--- src/rtl/shift_add_multiplier_8bit_if.sv ---
// Request/response bundle for the sequential shift-add multiplier.
// Valid/ready semantics: the master raises start with a/b stable; the request
// is accepted on the first rising edge where the slave is in IDLE (busy=0,
// done=0). The slave answers with a single-cycle done pulse, and product is
// valid from that pulse until the next completion or reset.
interface shift_add_multiplier_8bit_if #(
    parameter int WIDTH = 8
);
    logic                 start;
    logic [WIDTH-1:0]     a;
    logic [WIDTH-1:0]     b;
    logic                 busy;
    logic                 done;
    logic [2*WIDTH-1:0]   product;
    logic [1:0]           state_dbg;  // FSM state for checkers (0 IDLE, 1 CALC, 2 DONE)

    modport master (
        output start, a, b,
        input  busy, done, product, state_dbg
    );

    modport slave (
        input  start, a, b,
        output busy, done, product, state_dbg
    );
endinterface

--- src/rtl/shift_add_multiplier_8bit.sv ---
// Sequential unsigned WIDTH x WIDTH multiplier: one WIDTH-bit add with
// carry-out per clock, then a right shift of {C,A,Q}. WIDTH iterations per
// product, result registered with a single-cycle done pulse.
module shift_add_multiplier_8bit #(
    parameter int WIDTH = 8
) (
    input  logic                          clk,
    input  logic                          rst_n,
    shift_add_multiplier_8bit_if.slave    bus
);
    localparam int CW = $clog2(WIDTH + 1);

    typedef enum logic [1:0] {
        S_IDLE = 2'd0,
        S_CALC = 2'd1,
        S_DONE = 2'd2
    } state_e;

    state_e             state_q, state_d;
    logic [WIDTH-1:0]   m_q, m_d;
    logic [WIDTH-1:0]   a_q, a_d;
    logic [WIDTH-1:0]   q_q, q_d;
    logic               c_q, c_d;
    logic [CW-1:0]      count_q, count_d;
    logic               busy_q, busy_d;
    logic               done_q, done_d;
    logic [2*WIDTH-1:0] product_q, product_d;

    // {C,A} after the conditional add; C is always clear entering an
    // iteration, so the carry-out of A+M lands in the top bit without loss.
    logic [WIDTH:0]     sum;

    // Conditional add of the multiplicand, selected by the multiplier LSB
    always_comb begin
        sum = {c_q, a_q};
        if (q_q[0]) begin
            sum = {c_q, a_q} + {1'b0, m_q};
        end
    end

    // Next-state and datapath updates; every output is registered
    always_comb begin
        state_d   = state_q;
        m_d       = m_q;
        a_d       = a_q;
        q_d       = q_q;
        c_d       = c_q;
        count_d   = count_q;
        busy_d    = busy_q;
        done_d    = 1'b0;
        product_d = product_q;

        case (state_q)
            S_IDLE: begin
                busy_d = 1'b0;
                if (bus.start) begin
                    m_d     = bus.a;
                    q_d     = bus.b;
                    a_d     = '0;
                    c_d     = 1'b0;
                    count_d = CW'(WIDTH);
                    state_d = S_CALC;
                    busy_d  = 1'b1;
                end
            end

            S_CALC: begin
                // Shift {C,A,Q} right by one: carry enters A's MSB, A's LSB
                // enters Q's MSB, and C is left at zero.
                a_d     = sum[WIDTH:1];
                q_d     = {sum[0], q_q[WIDTH-1:1]};
                c_d     = 1'b0;
                count_d = count_q - CW'(1);
                if (count_q == CW'(1)) begin
                    state_d   = S_DONE;
                    busy_d    = 1'b0;
                    done_d    = 1'b1;
                    product_d = {sum[WIDTH:1], sum[0], q_q[WIDTH-1:1]};
                end
            end

            S_DONE: begin
                // One-cycle completion pulse; start is not looked at here
                state_d = S_IDLE;
                busy_d  = 1'b0;
            end

            default: begin
                state_d = S_IDLE;
                busy_d  = 1'b0;
            end
        endcase
    end

    // State and datapath registers with synchronous active-low reset
    always_ff @(posedge clk) begin
        if (!rst_n) begin
            state_q   <= S_IDLE;
            m_q       <= '0;
            a_q       <= '0;
            q_q       <= '0;
            c_q       <= 1'b0;
            count_q   <= '0;
            busy_q    <= 1'b0;
            done_q    <= 1'b0;
            product_q <= '0;
        end else begin
            state_q   <= state_d;
            m_q       <= m_d;
            a_q       <= a_d;
            q_q       <= q_d;
            c_q       <= c_d;
            count_q   <= count_d;
            busy_q    <= busy_d;
            done_q    <= done_d;
            product_q <= product_d;
        end
    end

    assign bus.busy      = busy_q;
    assign bus.done      = done_q;
    assign bus.product   = product_q;
    assign bus.state_dbg = state_q;

endmodule
--- src/flat_wrapper.sv ---
// flat-port wrapper written by rule: the top's interface ports become plain ports
module shift_add_multiplier_8bit_flat 
#(
    parameter int WIDTH = 8
)
  (clk, rst_n, bus_start, bus_a, bus_b, bus_busy, bus_done, bus_product, bus_state_dbg);
  shift_add_multiplier_8bit_if #(.WIDTH(WIDTH)) bus_i ();
  input  logic clk;
  input  logic rst_n;
  input wire logic [$bits(bus_i.start)-1:0] bus_start;
  input wire logic [$bits(bus_i.a)-1:0] bus_a;
  input wire logic [$bits(bus_i.b)-1:0] bus_b;
  output wire logic [$bits(bus_i.busy)-1:0] bus_busy;
  output wire logic [$bits(bus_i.done)-1:0] bus_done;
  output wire logic [$bits(bus_i.product)-1:0] bus_product;
  output wire logic [$bits(bus_i.state_dbg)-1:0] bus_state_dbg;
  assign bus_i.start = bus_start;
  assign bus_i.a = bus_a;
  assign bus_i.b = bus_b;
  assign bus_busy = bus_i.busy;
  assign bus_done = bus_i.done;
  assign bus_product = bus_i.product;
  assign bus_state_dbg = bus_i.state_dbg;
  shift_add_multiplier_8bit #(.WIDTH(WIDTH)) u_core (.clk(clk), .rst_n(rst_n), .bus(bus_i));
endmodule
--- config.mk ---
export PLATFORM = sky130hd
export DESIGN_NAME = shift_add_multiplier_8bit_flat
export DESIGN_NICKNAME = d
export VERILOG_FILES = /design/src/rtl/shift_add_multiplier_8bit_if.sv /design/src/rtl/shift_add_multiplier_8bit.sv /design/src/flat_wrapper.sv
export SDC_FILE = /design/constraint.sdc
export NUM_CORES = 1
export LEC_CHECK = 0
export ABC_CLOCK_PERIOD_IN_PS = 2150
export CAP_MARGIN = 5
export CORE_MARGIN = 2
export CORE_UTILIZATION = 40
export CTS_CLUSTER_DIAMETER = 50
export DETAILED_ROUTE_END_ITERATION = 12
export GPL_TIMING_DRIVEN = 1
export PLACE_DENSITY = 0.71
export RECOVER_POWER = 25
export SETUP_SLACK_MARGIN = 0.4
export SLEW_MARGIN = 15
export SYNTH_ARGS = -nofsm -noshare
export SYNTH_HDL_FRONTEND = slang
export SYNTH_SLANG_ARGS = --single-unit
--- constraint.sdc ---
create_clock -name clk -period 2.15 [get_ports clk]
set_clock_uncertainty 0.05 [all_clocks]
set_input_delay 0.3225 -clock clk [delete_from_list [all_inputs] [get_ports clk]]
set_output_delay 0.3225 -clock clk [all_outputs]
set_load 0.005 [all_outputs]
======== After elaboration in Yosys (flattened, before gate mapping) ========
Cells that the tools add are included.
storage, ports and cells
  register bits after elaboration ......... 49
  bits of input ports ..................... 19
operators by class
  $add $sub $neg .......................... 2
  equality and inequality tests ........... 4
  multiplexer cells ....................... 16
  reduce and logical (&&, ||, !) cells .... 7
operator list
  kind                                                                     count
  8-bit one-hot mux with 2 select lines                                    2
  8-bit two-way mux                                                        2
  2-bit AND reduction                                                      5
  9-bit by 8-bit adder with 9-bit output                                   1
  9-bit two-way mux                                                        1
  4-bit one-hot mux with 2 select lines                                    1
  4-bit by 1-bit equality test with 1-bit output, second input constant    1
  1-bit two-way mux                                                        4
  2-bit two-way mux                                                        2
  4-bit two-way mux                                                        1
  1-bit one-hot mux with 2 select lines                                    2
  2-bit one-hot mux with 2 select lines                                    1
  4-bit by 1-bit subtractor with 4-bit output, second input constant       1
  2-bit by 1-bit equality test with 1-bit output, second input constant    1
  2-bit logical NOT                                                        1
  2-bit by 1-bit inequality test with 1-bit output, second input constant  1
  2-bit inequality test, second input constant                             1
  2-bit nonzero test                                                       1

======== Longest topological paths before layout ========
  depth in word-level cells ............... 3
  depth in mapped cells ................... 7

======== Worst setup path before layout ========
No wires, ideal clock.
  path type ............................... register -> register
  start point ............................. reg u_core.a_q[0]
  end point ............................... reg u_core.a_q[3]
  arrival ................................. 1768 ps
  required time ........................... 1985 ps
  slack ................................... 217 ps
  stages on the path, launching flop included .. 8
  buffers on the path ..................... 0
  cell sequence ........................... dfxtp_1 -> ha_1 -> fa_1 -> a21o_2 -> a21o_1 -> a221oi_2 -> o21ai_1 -> and2_1
between the ends
  word-level cells in the longest chain between the ends .. 3
ends and longest elaborated chain
  what                                    RTL line                          text
  start, declared                         shift_add_multiplier_8bit.sv:21   logic [WIDTH-1:0] a_q, a_d;
  start signal, assigned                  shift_add_multiplier_8bit.sv:100  a_q <= '0;
  start signal, assigned                  shift_add_multiplier_8bit.sv:110  a_q <= a_d;
  9-bit by 8-bit adder with 9-bit output  shift_add_multiplier_8bit.sv:37   sum = {c_q, a_q} + {1'b0, m_q};
  9-bit two-way mux                       shift_add_multiplier_8bit.sv:36   if (q_q[0]) begin
  8-bit one-hot mux with 2 select lines   shift_add_multiplier_8bit.sv:53   case (state_q)
No other way between the ends.
A chain may end at the register's enable or synchronous reset.

======== Worst setup path after layout ========
  start point ............................. reg u_core.a_q[0]
  end point ............................... reg u_core.product_q[15], in the netlist u_core.bus.product[15]
between the ends
  word-level cells in the longest chain between the ends .. 2
ends and longest elaborated chain
  what                                    RTL line                          text
  9-bit by 8-bit adder with 9-bit output  shift_add_multiplier_8bit.sv:37
  9-bit two-way mux                       shift_add_multiplier_8bit.sv:36
  end signal, assigned                    shift_add_multiplier_8bit.sv:116  product_q <= product_d;
  end, declared                           shift_add_multiplier_8bit.sv:27   logic [2*WIDTH-1:0] product_q, product_d;
No other way between the ends.

==> impl_results.md <==
- GR Overflow Total: 0
- Max cap viols: 0
- Clock latency on the worst-skew pair: 0.30 ns
- Number of DRC markers in iteration 0: about 200
- Post-synth EDFFs: 0
- Fmax: 518 MHz
- Post-synthesis net count: 294
- Worst hold path type: reg2reg
- Layout fillers: ~510
- Final Worst Setup Slack: between 0.2 and 0.25 ns
- Synth top area cells: dfxtp_1, nand2_1, a21oi_1, ha_1, nor2_1
- Synth cell count leaders: nand2_1, dfxtp_1, a21oi_1, nor2_1
- Via count: between 2000 and 2500
- Comb pwr share: 0.155
- Peak supply drop: 0.315 mV
- Cts bufs inserted: 5
- CP max FO: 3
- Fin crit share: 0.898
- CP Data Required Time: 2.29 ns
- Die area: 6210 µm²
- Seq/Total Area, Yosys: 0.429
- Final WL: 5510 µm
- Routability Congestion: roughly 0.87
- CTS Buffer Depth: 2
- H-tree Lvls: 2
- Ys async rst share: 0
- Status: finished clean
- Max-slew violation count: 0
- Mapped Area: 2240 µm²
- Pre-CTS setup slack: 0.240 ns
- Vias in the first global route: 1912
- Row cnt: 27
- Psw: 0.481 mW
- Ant. Diodes: 0
- Wire per inst: 14.5 µm
- Die X: 78.8 µm
- Period minus WS final: 1.93 ns
- Pwr/cell area: 614 nW/µm²
- Final Hold Fails: 0
- I/O pin cnt: 39
- # DRC: 0
- Crit path kind: reg2reg
- DP HPWL: 3750 µm
- Worst path max stage delay: 0.39 ns
- RSZ-0062 raised after global routing: yes
- Post-synth cell types: 44
- Synth Area per Inst: 8.48 µm²
- Initial antenna violation count: 0
- Clock transition at path regs: approximately 0.090 ns
- Input/output buffers: 38
- Hold-fix buffers, CTS: 0
- Clock power frac: 0.296
- CP Data Arrival Time: a little over 2 ns
- Area grow syn2layout: 27.6%
- Critical path, cell by cell: ha_4 > fa_2 > a211oi_1 > o21ai_1 > o311a_1 > nand2_1 > a21boi_0
- Post-synth top area share: 0.429
- GRT Total Usage: 0.182
- Internal: 1.27 mW
- Area of the core: 5440 µm²
- Area occupied by multi-input gates: ~1200 µm²
- CP Launch Type: register
- CTS tree: done
- Worst slew margin: 0.588
- DIE HEIGHT: between 70 and 80 µm
- Yosys top cell by area: dfxtp_1
- Drt first pass iters: 4
- Proportion of layout cells with a drive suffix above 1: 0.123
- Final setup fails: 0
- Actual slew at the worst max-slew pin: 0.618 ns
- Seq. cell area: 965 µm²
- Mapped Cells: ~260
- Initial Utilization: 0.412
- Synth Flop Type: dfxtp_1
- Clock root cell: clkbuf_8
- Sw frac: 0.274
- Setup TNS: 0 ns
- Sequential Power Share: 0.549
- Clock Sinks: 48
- Leakage: around 1.1 nW
- First-pass GRT wire length: between 9000 and 10000 µm
- YS warnings: 0
- #FFs+latches synth: 48
- CP endpoint kind: register
- Largest net degree at the start of global routing: 29
- Fin nets: approximately 340
- Vias per cell: about 5.4
- Count leader, synth: nand2_1
- CP max stage cell: fa_2
- ANT nets after route: 0
[path summary, 6_finish.rpt]
check / from / to / slack, ns / cells after the start
worst max-delay path: u_core.a_q[0]$_SDFFE_PN0P_ / u_core.bus.product[15]$_SDFFE_PN0P_ / 0.22 / 7
worst min-delay path: u_core.bus.product[5]$_SDFFE_PN0P_ / u_core.bus.product[5]$_SDFFE_PN0P_ / 0.41 / 2
worst min register to register: u_core.bus.product[5]$_SDFFE_PN0P_ / u_core.bus.product[5]$_SDFFE_PN0P_ / 0.41 / 2
worst max register to register: u_core.a_q[0]$_SDFFE_PN0P_ / u_core.bus.product[15]$_SDFFE_PN0P_ / 0.22 / 7
[cell families after synthesis]
kind of cell    count (synthesis)  share of synthesized area
simple gates                   97                      0.193
flops                          48                      0.429
xor+xnor                        4                     0.0157
mux                             4                     0.0179
compound gates                 79                      0.228
fa+ha+maj                      11                     0.0648
buf+inv                        21                     0.0514
[cell usage in the layout (no fill, tap or decap), drive strengths merged, types with 2 or more instances in the layout]
cell           count
nand2             53
nor2b              2
a22oi              7
mux2i              4
a21oi             29
nor4               2
clkinv             2
a21o               3
o21ai             15
xnor2              2
nand3              8
a21boi             3
dfxtp             48
ha                10
o21a               3
a31oi              5
xor2               2
a211oi             6
clkbuf             8
nand2b             3
buf               13
and2               5
a221oi             2
nor2              20
inv                3
o211ai             3
clkdlybuf4s50     38
[critical path: cells and delay by family, from the launching register on]
| kind | cells | cell delay, ns |
|---|---|---|
| AO/OA/AOI/OAI | 4 | 0.81 |
| AND/OR/NAND/NOR | 1 | 0.07 |
| adder cells (fa/ha/maj) | 2 | 0.55 |
| flip-flops | 1 | 0.35 |
[through the flow]
stage          utilization  cell area [µm²]  std cells  power, mW  hold slack (ns)
2_1_floorplan            -             2240        264       1.14            0.390
3_3_place_gp         0.498             2710        368       1.24            0.398
3_5_place_dp         0.498             2710        368       1.25            0.400
4_1_cts              0.522             2840        378       1.76            0.413
5_1_grt              0.525             2860        380       1.83            0.430
6_report             0.525             2860        380       1.75            0.412
[state kept, by name (all words and copies together) (netlist names)]
name                  cells
u_core.bus.busy           1
u_core.m_q                8
u_core.count_q            4
u_core.a_q                8
u_core.bus.product       16
u_core.q_q                8
u_core.bus.state_dbg      2
u_core.bus.done           1
[routing by layer]
metal | vias to the layer above | global-route usage | part of all wire
met3 | 4 | 0.0341 | 0.043
met4 | 0 | 0.0526 | 0.011
met2 | 53 | 0.292 | 0.49
met1 | 978 | 0.248 | 0.46
met5 | - | 0 | 0
li1 | 1010 | - | -
[power by group through the flow]
stage          sequential (mW)  combinational, mW  clock [mW]
2_1_floorplan            0.971              0.172           0
3_3_place_gp             0.979              0.262           0
3_5_place_dp             0.981              0.267           0
4_1_cts                  0.961              0.273       0.530
5_1_grt                  0.968              0.299       0.561
6_report                 0.963              0.271       0.519
[repair_timing]
item                       in CTS  in global routing
buffers inserted                3                  2
setup endpoints to repair       8                 12
gates cloned                    0                  0
gates resized for setup         6                  6
pin swaps                      10                  4
[final cells by class]
cell class / instances / share of cell area
inverters: 4 / 0.00526
clock buffers: 5 / 0.0241
clock inverters: 2 / 0.00438
flip-flops and latches: 48 / 0.338
well taps: 72 / 0.0315
multi-input cells: 195 / 0.421
repair buffers: 54 / 0.176
(Power assumes the default switching activity.)
==> RTL edit 1: new RTL, same flow settings <==
`WIDTH` is set to 8 in 3 places; all go to 16.
--- a/src/rtl/shift_add_multiplier_8bit_if.sv
+++ b/src/rtl/shift_add_multiplier_8bit_if.sv
@@ -4,7 +4,7 @@
 // done=0). The slave answers with a single-cycle done pulse, and product is
 // valid from that pulse until the next completion or reset.
 interface shift_add_multiplier_8bit_if #(
-    parameter int WIDTH = 8
+    parameter int WIDTH = 16
 );
     logic                 start;
     logic [WIDTH-1:0]     a;
--- a/src/rtl/shift_add_multiplier_8bit.sv
+++ b/src/rtl/shift_add_multiplier_8bit.sv
@@ -2,7 +2,7 @@
 // carry-out per clock, then a right shift of {C,A,Q}. WIDTH iterations per
 // product, result registered with a single-cycle done pulse.
 module shift_add_multiplier_8bit #(
-    parameter int WIDTH = 8
+    parameter int WIDTH = 16
 ) (
     input  logic                          clk,
     input  logic                          rst_n,
--- a/src/flat_wrapper.sv
+++ b/src/flat_wrapper.sv
@@ -1,7 +1,7 @@
 // flat-port wrapper written by rule: the top's interface ports become plain ports
 module shift_add_multiplier_8bit_flat 
 #(
-    parameter int WIDTH = 8
+    parameter int WIDTH = 16
 )
   (clk, rst_n, bus_start, bus_a, bus_b, bus_busy, bus_done, bus_product, bus_state_dbg);
   shift_add_multiplier_8bit_if #(.WIDTH(WIDTH)) bus_i ();
Interface: changed (resized bus_a, bus_b and bus_product); port bits go from 39 to 71. The function was not compared with the original's and may differ.
==> RTL edit 1 against the unedited design <==
  * Sequential cell count is 41 higher
  * Synthesized area is 96% higher
  * Power is 120% higher
  * Worst setup slack worse by 0.18 ns
  * Via count is 110% higher
  * Combinational power grew to 2.6 times the old value
  * Sequential share of layout area is 4.2 points lower
  * Design area is 110% higher
  * Wire length is 130% higher
==> RTL edit 1: results (changes against the unedited design) <==
| Metric | Value |
|---|---|
| Leakage | `0.00218 uW (+100%)` |
| First-pass detailed-route iteration total | `5 (+1)` |
| Post-Place Cell Area | `5380 sq um (+99%)` |
| Layout Nets | `684 (+100%)` |
| Largest register FFs | `32 (+16)` |
| FF-to-FF path depth | `9 (+2)` |
| Starting DRT DRC Count | `355 (+77%)` |
| Layout clock area frac | `0.0361 (+0.00762)` |
| Non-CTS buffers | `116 (+110%)` |
| Global-route met2 utilization | `0.339 (+0.0465)` |
| Total setup buffers inserted after CTS | `15 (+12)` |
| Average wire per cell in the routed design | `16.2 um (+12%)` |
| Crit-path max FO | `4 (+1)` |
| Multi-input gates | `405 (+110%)` |
| Register-to-register setup slack | `0.03 ns (-0.18 ns)` |
| Fill cells | `976 (+92%)` |
| WHS | `0.415 ns (+0.00304 ns)` |
| Footprint of the multi-input gates | `2820 sq um (+130%)` |
| Syn nets | `594 (+100%)` |
| DR WL met3 | `702 um (+200%)` |
| Seq/Total Area, Yosys | `0.407 (-0.0222)` |
| Peak VDD IR | `363 uV (+15%)` |
| Num CTS Buffers | `9 (+4)` |
| GR Layer Usage met3 | `0.0344 (+0.000267)` |
| Top post-synthesis cells by area | `dfxtp_1, a21oi_1, nand2_1` |
| Int Power | `2630 uW (+110%)` |
| Core ar. | `10700 sq um (+98%)` |
| DR WL met2 | `6140 um (+130%)` |
| Met1 usage | `0.259 (+0.0108)` |
| GR Util All Layers | `0.205 (+0.0233)` |
| DR vias | `4327 (+110%)` |
| Final-layout clock buffer total | `9 (+4)` |
| Placed insts | `734 (+99%)` |
| Fraction of area in registers | `0.296 (-0.0416)` |
| FF-to-FF End | `u_core.a_q[7]$_SDFFE_PN0P_` |
| Gate power share | `0.185 (+0.030)` |
| Layout cells sized above 1 | `0.241 (+0.118)` |
| Largest net degree at the start of global routing | `54 (+86%)` |
| Post-synth top cells | `nand2_1, dfxtp_1, a21oi_1` |
| Resized Gates After CTS | `30 (+24)` |
| Avg Cell Area, Syn | `8.10 sq um (-4.4%)` |
| WP data arrival | `2.33 ns (+0.26 ns)` |
| Fmax | `473 MHz (-8.7%)` |
| Hold path endpoint | `u_core.bus.product[4]$_SDFFE_PN0P_` |
| Status | `finished, final reports clean` |
| Vias per Instance | `5.58 (+3.7%)` |
| First-pass GRT wire length | `19200 um (+110%)` |
| Inverters excl. clock | `9 (+5)` |
| Metal1 wirelength | `5450 um (+120%)` |
| Port-buffer cells | `70 (+84%)` |
| Post-synth cell types | `57 (+30%)` |
| Switching Fraction | `0.305 (+0.0310)` |
RTL edit 1: cell types whose count changed after synthesis, moves of 8 or more:
cell and delta:
nor2_1 +13, nand2_1 +47, o21ai_0 +12, nor3_1 +10, ha_1 +8, clkbuf_1 +14, a21oi_1 +49, a22oi_1 +9
nor2b_1 +8, dfxtp_1 +41
RTL edit 1: critical path, cell delays in order, from the launching register on:
cell and delay (ns):
dfxtp_2 0.35, ha_4 0.16, fa_2 0.37, a21oi_4 0.20, o211ai_4 0.13, buf_4 0.17
a21oi_4 0.13, nor3_2 0.07, a311oi_2 0.23, o21ai_0 0.13
RTL edit 1: cell families after synthesis:
| group | count (synthesis) | synth area share |
|---|---|---|
| and+or+nand+nor | 202 | 0.213 |
| AOI/OAI and AO/OA | 171 | 0.242 |
| DFF | 89 | 0.407 |
| buffers and inverters | 46 | 0.0529 |
| adders and majority gates | 19 | 0.0560 |
| muxes | 8 | 0.0192 |
| xor gates and xnor gates | 5 | 0.0100 |
==> RTL edit 2: new RTL, same flow settings <==
Without the edit above. Take the reset off `m_q` and load it in a clocked block of its own.
--- a/src/rtl/shift_add_multiplier_8bit.sv
+++ b/src/rtl/shift_add_multiplier_8bit.sv
@@ -96,7 +96,6 @@
     always_ff @(posedge clk) begin
         if (!rst_n) begin
             state_q   <= S_IDLE;
-            m_q       <= '0;
             a_q       <= '0;
             q_q       <= '0;
             c_q       <= 1'b0;
@@ -106,7 +105,6 @@
             product_q <= '0;
         end else begin
             state_q   <= state_d;
-            m_q       <= m_d;
             a_q       <= a_d;
             q_q       <= q_d;
             c_q       <= c_d;
@@ -117,6 +115,10 @@
         end
     end
 
+    always_ff @(posedge clk) begin
+        m_q <= m_d;
+    end
+
     assign bus.busy      = busy_q;
     assign bus.done      = done_q;
     assign bus.product   = product_q;
Behaviour: same outputs for any inputs over 4 cycles, from zero or initial values and one cycle with rst_n low; that may be too few to reach the edited logic, so the function may still have changed.
==> RTL edit 2 against the unedited design <==
  * Power up 9.2%
  * Design area up 2.0%
  * Worst setup slack worse by 0.056 ns
  * Synthesized area down 2.0%
  * Sequential cell count unchanged
  * Count of clock-buffer cells in the layout up 2
  * First-iteration DRC count down 15%
  * Wire length down 7.5%
  * Largest cell class unchanged
==> RTL edit 2: results (changes against the unedited design) <==
| Metric | Value |
|---|---|
| Status | `finished, final reports clean` |
| Cells after Synth | `236 (-11%)` |
| Clk Latency, worst-skew pair | `0.30 ns (about the same)` |
| GR Util All Layers | `0.170 (-0.0118)` |
| Vias in the first global route | `1721 (-10%)` |
| WP data arrival | `2.12 ns (+0.05 ns)` |
| Worst-path clk slew | `0.09 ns (about the same)` |
| First-pass detailed-route iteration total | `4 (unchanged)` |
| Starting DRT DRC Count | `171 (-15%)` |
| Seq/Total Area, Yosys | `0.475 (+0.0453)` |
| Largest stage delay, worst path | `0.43 ns (+0.04 ns)` |
| Worst-Margin Slew | `0.689 ns (+0.0712 ns)` |
| Peak VDD IR | `326 uV (+3.4%)` |
| Layout Cells excl Fill | `353 (-7.1%)` |
| Setup crit end kind | `flop` |
| Register-to-register setup slack | `0.16 ns (-0.06 ns)` |
| Largest register FFs | `16 (unchanged)` |
| Top post-synthesis cells by area | `dfxtp_1, edfxtp_1, nand2_1` |
| Clk root buf | `clkbuf_8` |
| ANT cells | `0 (unchanged)` |
| Syn nets | `266 (-9.5%)` |
| EDFF count, synth | `8 (+8)` |
| Fill cells | `462 (-9.2%)` |
| Placed wire-length estimate | `3440 um (-8.2%)` |
| Layout Nets | `312 (-7.7%)` |
| Min-Delay Path Class | `reg2reg` |
| Crit-path max FO | `3 (unchanged)` |
| Port-buffer cells | `38 (unchanged)` |
| DR vias | `1849 (-9.6%)` |
| Post-synth top cells | `dfxtp_1, nand2_1, nor2_1` |
| Layout cells sized above 1 | `0.145 (+0.0215)` |
| First-pass GRT wire length | `8260 um (-9.0%)` |
| Num CTS Buffers | `5 (unchanged)` |
| Clock tree buffer depth | `2 (unchanged)` |
| GPL Wtd Cong | `0.848 (-2.1%)` |
| Crit. Startpoint | `u_core.m_q[0]$_DFFE_PP_` |
| FF-to-FF End | `u_core.a_q[3]$_SDFFE_PN0P_` |
| Post-Route WL | `5090 um (-7.5%)` |
| Fraction of registers with async set/reset | `0 (unchanged)` |
| Leakage | `0.00106 uW (-0.66%)` |
| Initial antenna violation count | `0 (unchanged)` |
| Post-synth cell types | `44 (unchanged)` |
| Top delay family on crit path | `compound AO/OA/AOI/OAI gates` |
| Slowest cell on crit path | `edfxtp_1` |
| H-Tree Depth | `2 (unchanged)` |
| Final setup violation count | `0 (unchanged)` |
| YS warnings | `0 (unchanged)` |
| Placed insts | `339 (-7.9%)` |
| Largest net degree at the start of global routing | `26 (-10%)` |
-- RTL edit 2: area by class of cell --
type,instances,area share
sequential,48,0.357
timing repair buffer,53,0.167
multi-input combinational,169,0.400
clock inverter,1,0.00301
inverter,5,0.00644
tap,70,0.0301
clock buffer,7,0.0369
-- RTL edit 2: timing repair --
item	4_1_cts	5_1_grt
setup buffers	2	4
gates resized for setup	3	15
pin swaps	7	11
endpoints found under the setup margin	8	16
-- RTL edit 2: metal layers --
metal,GRT usage,vias up,part of all wire
met5,0,-,0
li1,-,925,-
met3,0.0299,6,0.033
met2,0.275,41,0.48
met1,0.229,877,0.47
met4,0.0579,0,0.014
-- RTL edit 2: where the power goes --
part / switching [uW] / leakage (uW) / internal, uW / total (uW)
sequential: 39.5 / 0.000402 / 956 / 995
clock: 308 / 0.0000596 / 334 / 642
combinational: 146 / 0.000596 / 130 / 277
total: 494 / 0.00106 / 1420 / 1910
-- RTL edit 2: how the worst min path moves through the flow --
stage	from	to	slack [ns]	depth (start not counted)
6_report	u_core.bus.product[2]$_SDFFE_PN0P_	u_core.bus.product[2]$_SDFFE_PN0P_	0.41	2
5_1_grt	u_core.bus.product[5]$_SDFFE_PN0P_	u_core.bus.product[5]$_SDFFE_PN0P_	0.43	2
4_1_cts	u_core.bus.product[6]$_SDFFE_PN0P_	u_core.bus.product[6]$_SDFFE_PN0P_	0.41	2
3_5_place_dp	u_core.bus.product[6]$_SDFFE_PN0P_	u_core.bus.product[6]$_SDFFE_PN0P_	0.40	2
3_3_place_gp	u_core.bus.product[2]$_SDFFE_PN0P_	u_core.bus.product[2]$_SDFFE_PN0P_	0.39	2
2_1_floorplan	bus_a[0]	u_core.m_q[0]$_DFFE_PP_	0.37	0
-- RTL edit 2: stage by stage --
| step | worst slack (ns) | cell area [sq um] |
|---|---|---|
| after floorplan | 0.338 | 2200 |
| after global placement | 0.281 | 2660 |
| after detailed placement | 0.202 | 2660 |
| after CTS | 0.188 | 2810 |
| after global routing | 0.105 | 2910 |
| final | 0.162 | 2910 |
-- RTL edit 2: logic make-up after synthesis --
kind of cell	Yosys count	share of synthesized area
mux	4	0.0183
compound gates	71	0.220
fa+ha+maj	11	0.0662
buf+inv	19	0.0416
xor+xnor	4	0.0160
simple gates	79	0.163
flops	48	0.475
-- RTL edit 2: worst reg2reg max path, cell delays in order, from the launching register on --
cell,delay (ns)
edfxtp_1,0.43
ha_4,0.19
fa_2,0.38
a21o_1,0.19
a21o_1,0.19
a221oi_2,0.26
o21a_1,0.15
nor2_1,0.04
